--- config.mk ---
export PLATFORM = sky130hd
export DESIGN_NAME = axi_filter_range_ctrl_flat
export DESIGN_NICKNAME = d
export VERILOG_FILES = /design/src/rtl/axi_filter_range_ctrl_if.sv /design/src/rtl/axi_filter_range_ctrl.sv /design/src/flat_wrapper.sv
export SDC_FILE = /design/constraint.sdc
export NUM_CORES = 1
export LEC_CHECK = 0
export ABC_AREA = 1
export BUFFER_PORTS_ARGS = -buffer_cell sky130_fd_sc_hd__buf_2
export CORE_AREA = 3 3 111 113
export DETAILED_ROUTE_END_ITERATION = 8
export DIE_AREA = 0 0 114 116
export GPL_TIMING_DRIVEN = 0
export PLACE_DENSITY_LB_ADDON = 0.25
export SLEW_MARGIN = 20
export SYNTH_ARGS = -nofsm -noshare
export SYNTH_HDL_FRONTEND = slang
export SYNTH_SLANG_ARGS = --single-unit
--- constraint.sdc ---
create_clock -name i_clk -period 3.68 [get_ports i_clk]
set_input_delay 0.368 -clock i_clk [delete_from_list [all_inputs] [get_ports i_clk]]
set_output_delay 0.368 -clock i_clk [all_outputs]
set_load 0.02 [all_outputs]
--- src/rtl/axi_filter_range_ctrl_if.sv ---
// Configuration, status and filter-side handshake bundle for axi_filter_range_ctrl.
interface axi_filter_range_ctrl_if #(
    parameter int unsigned AXI_ADDR_WIDTH      = 32,
    parameter int unsigned NBR_RANGE           = 1,
    parameter int unsigned NBR_OUTSTANDING_REQ = 4
);
    localparam int unsigned IDX_WIDTH = (NBR_RANGE > 1) ? $clog2(NBR_RANGE) : 1;
    localparam int unsigned CW        = $clog2(NBR_OUTSTANDING_REQ + 1);

    logic                                       cfg_valid_i;
    logic                                       cfg_ready_o;
    logic [IDX_WIDTH-1:0]                       cfg_idx_i;
    logic [AXI_ADDR_WIDTH-1:0]                  cfg_start_i;
    logic [AXI_ADDR_WIDTH-1:0]                  cfg_stop_i;
    logic                                       commit_i;
    logic                                       busy_o;
    logic                                       done_o;
    logic                                       timeout_o;
    logic                                       cfg_err_o;
    logic                                       cnt_err_o;
    logic [NBR_RANGE-1:0][AXI_ADDR_WIDTH-1:0]   START_ADDR_o;
    logic [NBR_RANGE-1:0][AXI_ADDR_WIDTH-1:0]   STOP_ADDR_o;
    logic                                       aw_gate_o;
    logic                                       ar_gate_o;
    logic                                       aw_hs_i;
    logic                                       b_hs_i;
    logic                                       ar_hs_i;
    logic                                       r_last_hs_i;
    logic [CW-1:0]                              wr_outstanding_o;
    logic [CW-1:0]                              rd_outstanding_o;

    modport master (
        output cfg_valid_i, cfg_idx_i, cfg_start_i, cfg_stop_i, commit_i,
               aw_hs_i, b_hs_i, ar_hs_i, r_last_hs_i,
        input  cfg_ready_o, busy_o, done_o, timeout_o, cfg_err_o, cnt_err_o,
               START_ADDR_o, STOP_ADDR_o, aw_gate_o, ar_gate_o,
               wr_outstanding_o, rd_outstanding_o
    );

    modport slave (
        input  cfg_valid_i, cfg_idx_i, cfg_start_i, cfg_stop_i, commit_i,
               aw_hs_i, b_hs_i, ar_hs_i, r_last_hs_i,
        output cfg_ready_o, busy_o, done_o, timeout_o, cfg_err_o, cnt_err_o,
               START_ADDR_o, STOP_ADDR_o, aw_gate_o, ar_gate_o,
               wr_outstanding_o, rd_outstanding_o
    );
endinterface

--- src/rtl/axi_filter_range_ctrl.sv ---
// Atomic range update for the AXI address filter: gate AW/AR, drain outstanding
// transactions, copy shadow ranges to active, release the gates.
module axi_filter_range_ctrl #(
    parameter int unsigned AXI_ADDR_WIDTH      = 32,
    parameter int unsigned NBR_RANGE           = 1,
    parameter int unsigned NBR_OUTSTANDING_REQ = 4,
    parameter int unsigned DRAIN_TIMEOUT       = 1024
) (
    input  logic                   i_clk,
    input  logic                   i_rst,
    axi_filter_range_ctrl_if.slave bus
);
    localparam int unsigned IDX_WIDTH = (NBR_RANGE > 1) ? $clog2(NBR_RANGE) : 1;
    localparam int unsigned CW        = $clog2(NBR_OUTSTANDING_REQ + 1);
    localparam int unsigned TW        = (DRAIN_TIMEOUT > 1) ? $clog2(DRAIN_TIMEOUT) : 1;
    localparam int unsigned TO_LAST   = (DRAIN_TIMEOUT > 0) ? DRAIN_TIMEOUT - 1 : 0;

    typedef enum logic [1:0] {
        S_IDLE  = 2'd0,
        S_GATE  = 2'd1,
        S_DRAIN = 2'd2,
        S_APPLY = 2'd3
    } state_t;

    state_t                                   r_state;
    state_t                                   w_state_nxt;
    logic [TW-1:0]                            r_drain_cnt;
    logic [CW-1:0]                            r_wr_cnt;
    logic [CW-1:0]                            r_rd_cnt;
    logic [CW-1:0]                            w_wr_nxt;
    logic [CW-1:0]                            w_rd_nxt;
    logic                                     w_wr_err;
    logic                                     w_rd_err;
    logic [NBR_RANGE-1:0][AXI_ADDR_WIDTH-1:0] r_shadow_start;
    logic [NBR_RANGE-1:0][AXI_ADDR_WIDTH-1:0] r_shadow_stop;
    logic [NBR_RANGE-1:0][AXI_ADDR_WIDTH-1:0] r_active_start;
    logic [NBR_RANGE-1:0][AXI_ADDR_WIDTH-1:0] r_active_stop;
    logic                                     r_cfg_ready;
    logic                                     r_busy;
    logic                                     r_done;
    logic                                     r_timeout;
    logic                                     r_cfg_err;
    logic                                     r_cnt_err;
    logic                                     w_done_nxt;
    logic                                     w_timeout_nxt;
    logic                                     w_drained;
    logic                                     w_cfg_acc;
    logic                                     w_idx_bad;
    logic [IDX_WIDTH-1:0]                     w_idx;

    // Saturating outstanding counter; MSB of the result flags under/overflow.
    function automatic logic [CW:0] cnt_step(input logic [CW-1:0] cnt,
                                             input logic          inc,
                                             input logic          dec);
        logic [CW:0] res;
        res = {1'b0, cnt};
        if (inc && !dec) begin
            if (cnt == CW'(NBR_OUTSTANDING_REQ)) res[CW] = 1'b1;
            else                                  res = {1'b0, cnt + CW'(1)};
        end else if (dec && !inc) begin
            if (cnt == '0) res[CW] = 1'b1;
            else           res = {1'b0, cnt - CW'(1)};
        end
        return res;
    endfunction

    assign {w_wr_err, w_wr_nxt} = cnt_step(r_wr_cnt, bus.aw_hs_i, bus.b_hs_i);
    assign {w_rd_err, w_rd_nxt} = cnt_step(r_rd_cnt, bus.ar_hs_i, bus.r_last_hs_i);

    assign w_drained = (r_wr_cnt == '0) && (r_rd_cnt == '0);
    assign w_idx     = bus.cfg_idx_i;
    assign w_idx_bad = 32'(w_idx) >= NBR_RANGE;
    assign w_cfg_acc = bus.cfg_valid_i && r_cfg_ready;

    always_ff @(posedge i_clk) begin
        if (i_rst) r_state <= S_IDLE;
        else       r_state <= w_state_nxt;
    end

    always_comb begin
        w_state_nxt   = r_state;
        w_done_nxt    = 1'b0;
        w_timeout_nxt = 1'b0;
        case (r_state)
            S_IDLE:  if (bus.commit_i) w_state_nxt = S_GATE;
            S_GATE:  w_state_nxt = S_DRAIN;
            S_DRAIN: begin
                if (w_drained) begin
                    w_state_nxt = S_APPLY;
                end else if ((DRAIN_TIMEOUT != 0) && (r_drain_cnt == TW'(TO_LAST))) begin
                    w_state_nxt   = S_IDLE;
                    w_timeout_nxt = 1'b1;
                end
            end
            S_APPLY: begin
                w_state_nxt = S_IDLE;
                w_done_nxt  = 1'b1;
            end
            default: w_state_nxt = S_IDLE;
        endcase
    end

    always_ff @(posedge i_clk) begin
        if (i_rst || (r_state != S_DRAIN)) r_drain_cnt <= '0;
        else                               r_drain_cnt <= r_drain_cnt + TW'(1);
    end

    // Status and flags are registered from the next state so they line up with r_state.
    always_ff @(posedge i_clk) begin
        if (i_rst) begin
            r_wr_cnt       <= '0;
            r_rd_cnt       <= '0;
            r_cnt_err      <= 1'b0;
            r_cfg_err      <= 1'b0;
            r_cfg_ready    <= 1'b0;
            r_busy         <= 1'b0;
            r_done         <= 1'b0;
            r_timeout      <= 1'b0;
            r_shadow_start <= '0;
            r_shadow_stop  <= '0;
            r_active_start <= '0;
            r_active_stop  <= '0;
        end else begin
            r_wr_cnt    <= w_wr_nxt;
            r_rd_cnt    <= w_rd_nxt;
            r_cnt_err   <= r_cnt_err | w_wr_err | w_rd_err;
            r_cfg_ready <= (w_state_nxt != S_APPLY);
            r_busy      <= (w_state_nxt != S_IDLE);
            r_done      <= w_done_nxt;
            r_timeout   <= w_timeout_nxt;
            if (w_cfg_acc) begin
                if (w_idx_bad) begin
                    r_cfg_err <= 1'b1;
                end else begin
                    for (int unsigned i = 0; i < NBR_RANGE; i++) begin
                        if (32'(w_idx) == i) begin
                            r_shadow_start[i] <= bus.cfg_start_i;
                            r_shadow_stop[i]  <= bus.cfg_stop_i;
                        end
                    end
                end
            end
            if (r_state == S_APPLY) begin
                r_active_start <= r_shadow_start;
                r_active_stop  <= r_shadow_stop;
            end
        end
    end

    assign bus.cfg_ready_o      = r_cfg_ready;
    assign bus.busy_o           = r_busy;
    assign bus.aw_gate_o        = r_busy;
    assign bus.ar_gate_o        = r_busy;
    assign bus.done_o           = r_done;
    assign bus.timeout_o        = r_timeout;
    assign bus.cfg_err_o        = r_cfg_err;
    assign bus.cnt_err_o        = r_cnt_err;
    assign bus.START_ADDR_o     = r_active_start;
    assign bus.STOP_ADDR_o      = r_active_stop;
    assign bus.wr_outstanding_o = r_wr_cnt;
    assign bus.rd_outstanding_o = r_rd_cnt;
endmodule
--- src/flat_wrapper.sv ---
// flat-port wrapper written by rule: the top's interface ports become plain ports
module axi_filter_range_ctrl_flat 
#(
    parameter int unsigned AXI_ADDR_WIDTH      = 32,
    parameter int unsigned NBR_RANGE           = 1,
    parameter int unsigned NBR_OUTSTANDING_REQ = 4,
    parameter int unsigned DRAIN_TIMEOUT       = 1024
)
  (i_clk, i_rst, bus_cfg_valid_i, bus_cfg_idx_i, bus_cfg_start_i, bus_cfg_stop_i, bus_commit_i, bus_aw_hs_i, bus_b_hs_i, bus_ar_hs_i, bus_r_last_hs_i, bus_cfg_ready_o, bus_busy_o, bus_done_o, bus_timeout_o, bus_cfg_err_o, bus_cnt_err_o, bus_START_ADDR_o, bus_STOP_ADDR_o, bus_aw_gate_o, bus_ar_gate_o, bus_wr_outstanding_o, bus_rd_outstanding_o);
  axi_filter_range_ctrl_if #(.AXI_ADDR_WIDTH(AXI_ADDR_WIDTH), .NBR_RANGE(NBR_RANGE), .NBR_OUTSTANDING_REQ(NBR_OUTSTANDING_REQ)) bus_i ();
  input  logic i_clk;
  input  logic i_rst;
  input wire logic [$bits(bus_i.cfg_valid_i)-1:0] bus_cfg_valid_i;
  input wire logic [$bits(bus_i.cfg_idx_i)-1:0] bus_cfg_idx_i;
  input wire logic [$bits(bus_i.cfg_start_i)-1:0] bus_cfg_start_i;
  input wire logic [$bits(bus_i.cfg_stop_i)-1:0] bus_cfg_stop_i;
  input wire logic [$bits(bus_i.commit_i)-1:0] bus_commit_i;
  input wire logic [$bits(bus_i.aw_hs_i)-1:0] bus_aw_hs_i;
  input wire logic [$bits(bus_i.b_hs_i)-1:0] bus_b_hs_i;
  input wire logic [$bits(bus_i.ar_hs_i)-1:0] bus_ar_hs_i;
  input wire logic [$bits(bus_i.r_last_hs_i)-1:0] bus_r_last_hs_i;
  output wire logic [$bits(bus_i.cfg_ready_o)-1:0] bus_cfg_ready_o;
  output wire logic [$bits(bus_i.busy_o)-1:0] bus_busy_o;
  output wire logic [$bits(bus_i.done_o)-1:0] bus_done_o;
  output wire logic [$bits(bus_i.timeout_o)-1:0] bus_timeout_o;
  output wire logic [$bits(bus_i.cfg_err_o)-1:0] bus_cfg_err_o;
  output wire logic [$bits(bus_i.cnt_err_o)-1:0] bus_cnt_err_o;
  output wire logic [$bits(bus_i.START_ADDR_o)-1:0] bus_START_ADDR_o;
  output wire logic [$bits(bus_i.STOP_ADDR_o)-1:0] bus_STOP_ADDR_o;
  output wire logic [$bits(bus_i.aw_gate_o)-1:0] bus_aw_gate_o;
  output wire logic [$bits(bus_i.ar_gate_o)-1:0] bus_ar_gate_o;
  output wire logic [$bits(bus_i.wr_outstanding_o)-1:0] bus_wr_outstanding_o;
  output wire logic [$bits(bus_i.rd_outstanding_o)-1:0] bus_rd_outstanding_o;
  assign bus_i.cfg_valid_i = bus_cfg_valid_i;
  assign bus_i.cfg_idx_i = bus_cfg_idx_i;
  assign bus_i.cfg_start_i = bus_cfg_start_i;
  assign bus_i.cfg_stop_i = bus_cfg_stop_i;
  assign bus_i.commit_i = bus_commit_i;
  assign bus_i.aw_hs_i = bus_aw_hs_i;
  assign bus_i.b_hs_i = bus_b_hs_i;
  assign bus_i.ar_hs_i = bus_ar_hs_i;
  assign bus_i.r_last_hs_i = bus_r_last_hs_i;
  assign bus_cfg_ready_o = bus_i.cfg_ready_o;
  assign bus_busy_o = bus_i.busy_o;
  assign bus_done_o = bus_i.done_o;
  assign bus_timeout_o = bus_i.timeout_o;
  assign bus_cfg_err_o = bus_i.cfg_err_o;
  assign bus_cnt_err_o = bus_i.cnt_err_o;
  assign bus_START_ADDR_o = bus_i.START_ADDR_o;
  assign bus_STOP_ADDR_o = bus_i.STOP_ADDR_o;
  assign bus_aw_gate_o = bus_i.aw_gate_o;
  assign bus_ar_gate_o = bus_i.ar_gate_o;
  assign bus_wr_outstanding_o = bus_i.wr_outstanding_o;
  assign bus_rd_outstanding_o = bus_i.rd_outstanding_o;
  axi_filter_range_ctrl #(.AXI_ADDR_WIDTH(AXI_ADDR_WIDTH), .NBR_RANGE(NBR_RANGE), .NBR_OUTSTANDING_REQ(NBR_OUTSTANDING_REQ), .DRAIN_TIMEOUT(DRAIN_TIMEOUT)) u_core (.i_clk(i_clk), .i_rst(i_rst), .bus(bus_i));
endmodule
==> impl_metrics.yaml <==
power_and_ir_drop:
  p_clk_share_pct: 45.8
  powerDensity_nw_per_um2: 547
  p_sw_w: 0.000965
  p_int_w: 0.00298
  switching_share_pct: 24.5
  vdd_ir_drop_max_v: 0.000326
  seqPwrFrac_pct: 44.7
  leakage_nw: 3.40
  power_frac_comb_pct: 9.5
clock_network:
  cts_tree: "yes"
  cts_buffer_depth: 2
  clkTransAtPathRegs_ns: 0.06
  cts_setup_buffers: 0
  hold_buffers: 0
  insertion_delay_ns: 0.41
  cts_inserted_buffers: 17
  cts.sinks: 152
  cts-root-buf: "clkbuf_16"
  cts_resized: 0
  htreeDepth: 4
timing:
  hold_ws_ns: 0.179
  final_max_slew_viol_count: 0
  tns_ns: 0
  finalCritPeriodShare_pct: 38.6
  final-hold-violation-count: 0
  min_period_ns: 1.42
  slew-limit-headroom_pct: 72.7
  setup_violations: 0
  worst_slack_ns: 2.26
  worst_pin_slew_ns: 0.410
  fin_skew_ns: 0.00559
  fmax_ghz: 0.704
  rsz0062_at_grt: "false"
job:
  cap_violations: 0
worst_setup_path:
  required_ns: 3.98
  cp_slowest_cell: "dfxtp_1"
  arrival_ns: 1.72
  worstPathCellList: "inv_1 -> ha_1 -> inv_1 -> nor2_2 -> nand2_1 -> nand2_1 -> o21ai_1 -> nand2_1 -> nand2_1 -> nand2_1"
  cp_max_fo: 4
  cpPeakStageDelay_ns: 0.37
  cp-end-kind: "flip-flop"
  path_common_cell: "nand2_1"
  worstSetupStartpointType: "flip-flop"
  path_class: "flip-flop to flip-flop"
run_status:
  status: "finished clean"
grt:
  grt_overflow_total: 0
  grt_usage_pct: 20.3
  grt_pass1_wl_um: 21400
  grt_max_degree: 17
  grt_pass1_vias: 4557
  antenna_found_initial: 0
synth:
  synth_seq_area_share_pct: 53.7
  synth_cells: 723
  ys.flop_type: "dfxtp_1"
  netlist.area_leader.share_pct: 53.7
  synth.cell_area_sq_um: 5660
  synth_seq_cells: 152
  synth_common_cells: "nor2_1, dfxtp_1, o21ai_0"
  synth.most_common_cell: "nor2_1"
  ys_async_sr_fraction_pct: 0
  synth_top_cell_by_area: "dfxtp_1"
  avgSynthCellArea_sq_um: 7.83
  synth-edff-count: 0
  ys_warn_count: 0
  ys_types: 28
  syn_nets: 803
  synth_area_leaders: "dfxtp_1, nor2_1, o21ai_0, nand2_1, buf_2"
drt:
  routedWlPerCell_um: 12.7
  routed_wl_um: 13300
  drt_pre_antenna_iters: 4
  vias: 5034
  drt.antenna.violating_nets: 0
  vias_per_cell: 4.80
  drc: 0
  first_iter_violations: 345
floorplan:
  initial_utilization_pct: 49.6
  row_count: 39
  coreArea_sq_um: 11400
  die_y_um: 116
  ios: 151
  fp.dieArea_sq_um: 13200
  fp.dieW_um: 114
finish:
  n_antenna_cell: 0
  postLayoutCoreUtil_pct: 63.2
  drive_gt1_share_pct: 26.7
  fin_nets: 972
  syn2layout_area_growth_pct: 27.4
  fin_area_sq_um: 7210
worst_hold_path:
  worstHoldPathType: "primary input to flip-flop"
placement:
  dp_hpwl_um: 9590
  gp_congestion: 0.841
  post-place-ws_ns: 2.25
  placed_cell_area_sq_um: 6590
  io_buffers: 150
==> final cells by class <==
class / count / area, sq um
inverter: 35 / 131
clock inverter: 13 / 169
timing repair buffer: 150 / 751
sequential: 152 / 3040
tap: 143 / 179
multi-input combinational: 493 / 2220
buffer: 43 / 268
clock buffer: 19 / 453
fill: 1035 / 4210
==> path summary, 6_finish.rpt <==
kind | start | slack (ns) | depth (start not counted) | endpoint
max | u_core.bus.wr_outstanding_o[0] | 2.26 | 10 | u_core.bus.ar_gate_o
min | bus_cfg_stop_i[9] | 0.18 | 3 | u_core.r_shadow_stop[9]
max reg2reg | u_core.bus.wr_outstanding_o[0] | 2.26 | 10 | u_core.bus.ar_gate_o
min reg2reg | u_core.bus.cfg_err_o | 0.45 | 2 | u_core.bus.cfg_err_o
==> per-layer routing <==
metal / routed length [um] / part of all wire, % / vias to the layer above / track usage [%]
li1: - / - / 2646 / -
met1: 5950 / 45 / 2222 / 26.9
met2: 6200 / 47 / 136 / 32.3
met3: 794 / 6.0 / 30 / 4.65
met4: 318 / 2.4 / 0 / 8.31
met5: 0 / 0 / - / 0
==> cell families after synthesis <==
group | synth area share (%)
flops | 53.7
simple gates | 23.1
fa+ha+maj | 1.55
buf+inv | 7.05
compound gates | 14.4
xor+xnor | 0.155
==> state kept, by name, summed over array words and instances (netlist names) <==
register	cells
u_core.r_drain_cnt	10
u_core.bus.done_o	1
u_core.bus.cnt_err_o	1
u_core.bus.wr_outstanding_o	3
u_core.r_shadow_start	32
u_core.bus.cfg_err_o	1
u_core.bus.timeout_o	1
u_core.bus.ar_gate_o	1
u_core.r_state	2
u_core.bus.cfg_ready_o	1
u_core.r_shadow_stop	32
u_core.bus.rd_outstanding_o	3
u_core.bus.START_ADDR_o	32
u_core.bus.STOP_ADDR_o	32
==> power by group through the flow <==
stage               Clock, W  Combinational [W]  Sequential (W)
floorplan                  0           0.000202         0.00184
global placement           0           0.000371         0.00180
detailed placement         0           0.000375         0.00180
CTS                  0.00182           0.000377         0.00176
global route         0.00190           0.000425         0.00177
finish               0.00181           0.000374         0.00176
==> stage by stage <==
| step | total power, W | instances |
|---|---|---|
| after floorplan | 0.00204 | 723 |
| after global placement | 0.00217 | 1016 |
| after detailed placement | 0.00217 | 1016 |
| after CTS | 0.00397 | 1048 |
| after global routing | 0.00410 | 1048 |
| final | 0.00394 | 1048 |
==> critical path: cells and delay by family (launching register included) <==
| family | cells | cell delay [ns] |
|---|---|---|
| and+or+nand+nor | 6 | 0.40 |
| DFF | 1 | 0.37 |
| adders and majority gates | 1 | 0.21 |
| buffers and inverters | 2 | 0.19 |
| AOI/OAI and AO/OA | 1 | 0.13 |
==> placed cells by master, fill, tap and decap left out, types with 4 or more instances in the layout <==
cell type	count
o21ai_0	118
nor2_2	7
dfxtp_1	152
o21ai_1	23
nand2_1	31
buf_2	173
clkbuf_1	6
ha_1	7
clkinv_4	4
buf_6	8
nor2_1	267
buf_4	4
nand3_1	7
inv_1	29
clkbuf_16	17
inv_2	6
a21oi_1	11
No activity file was read; power rests on OpenSTA's default activity.
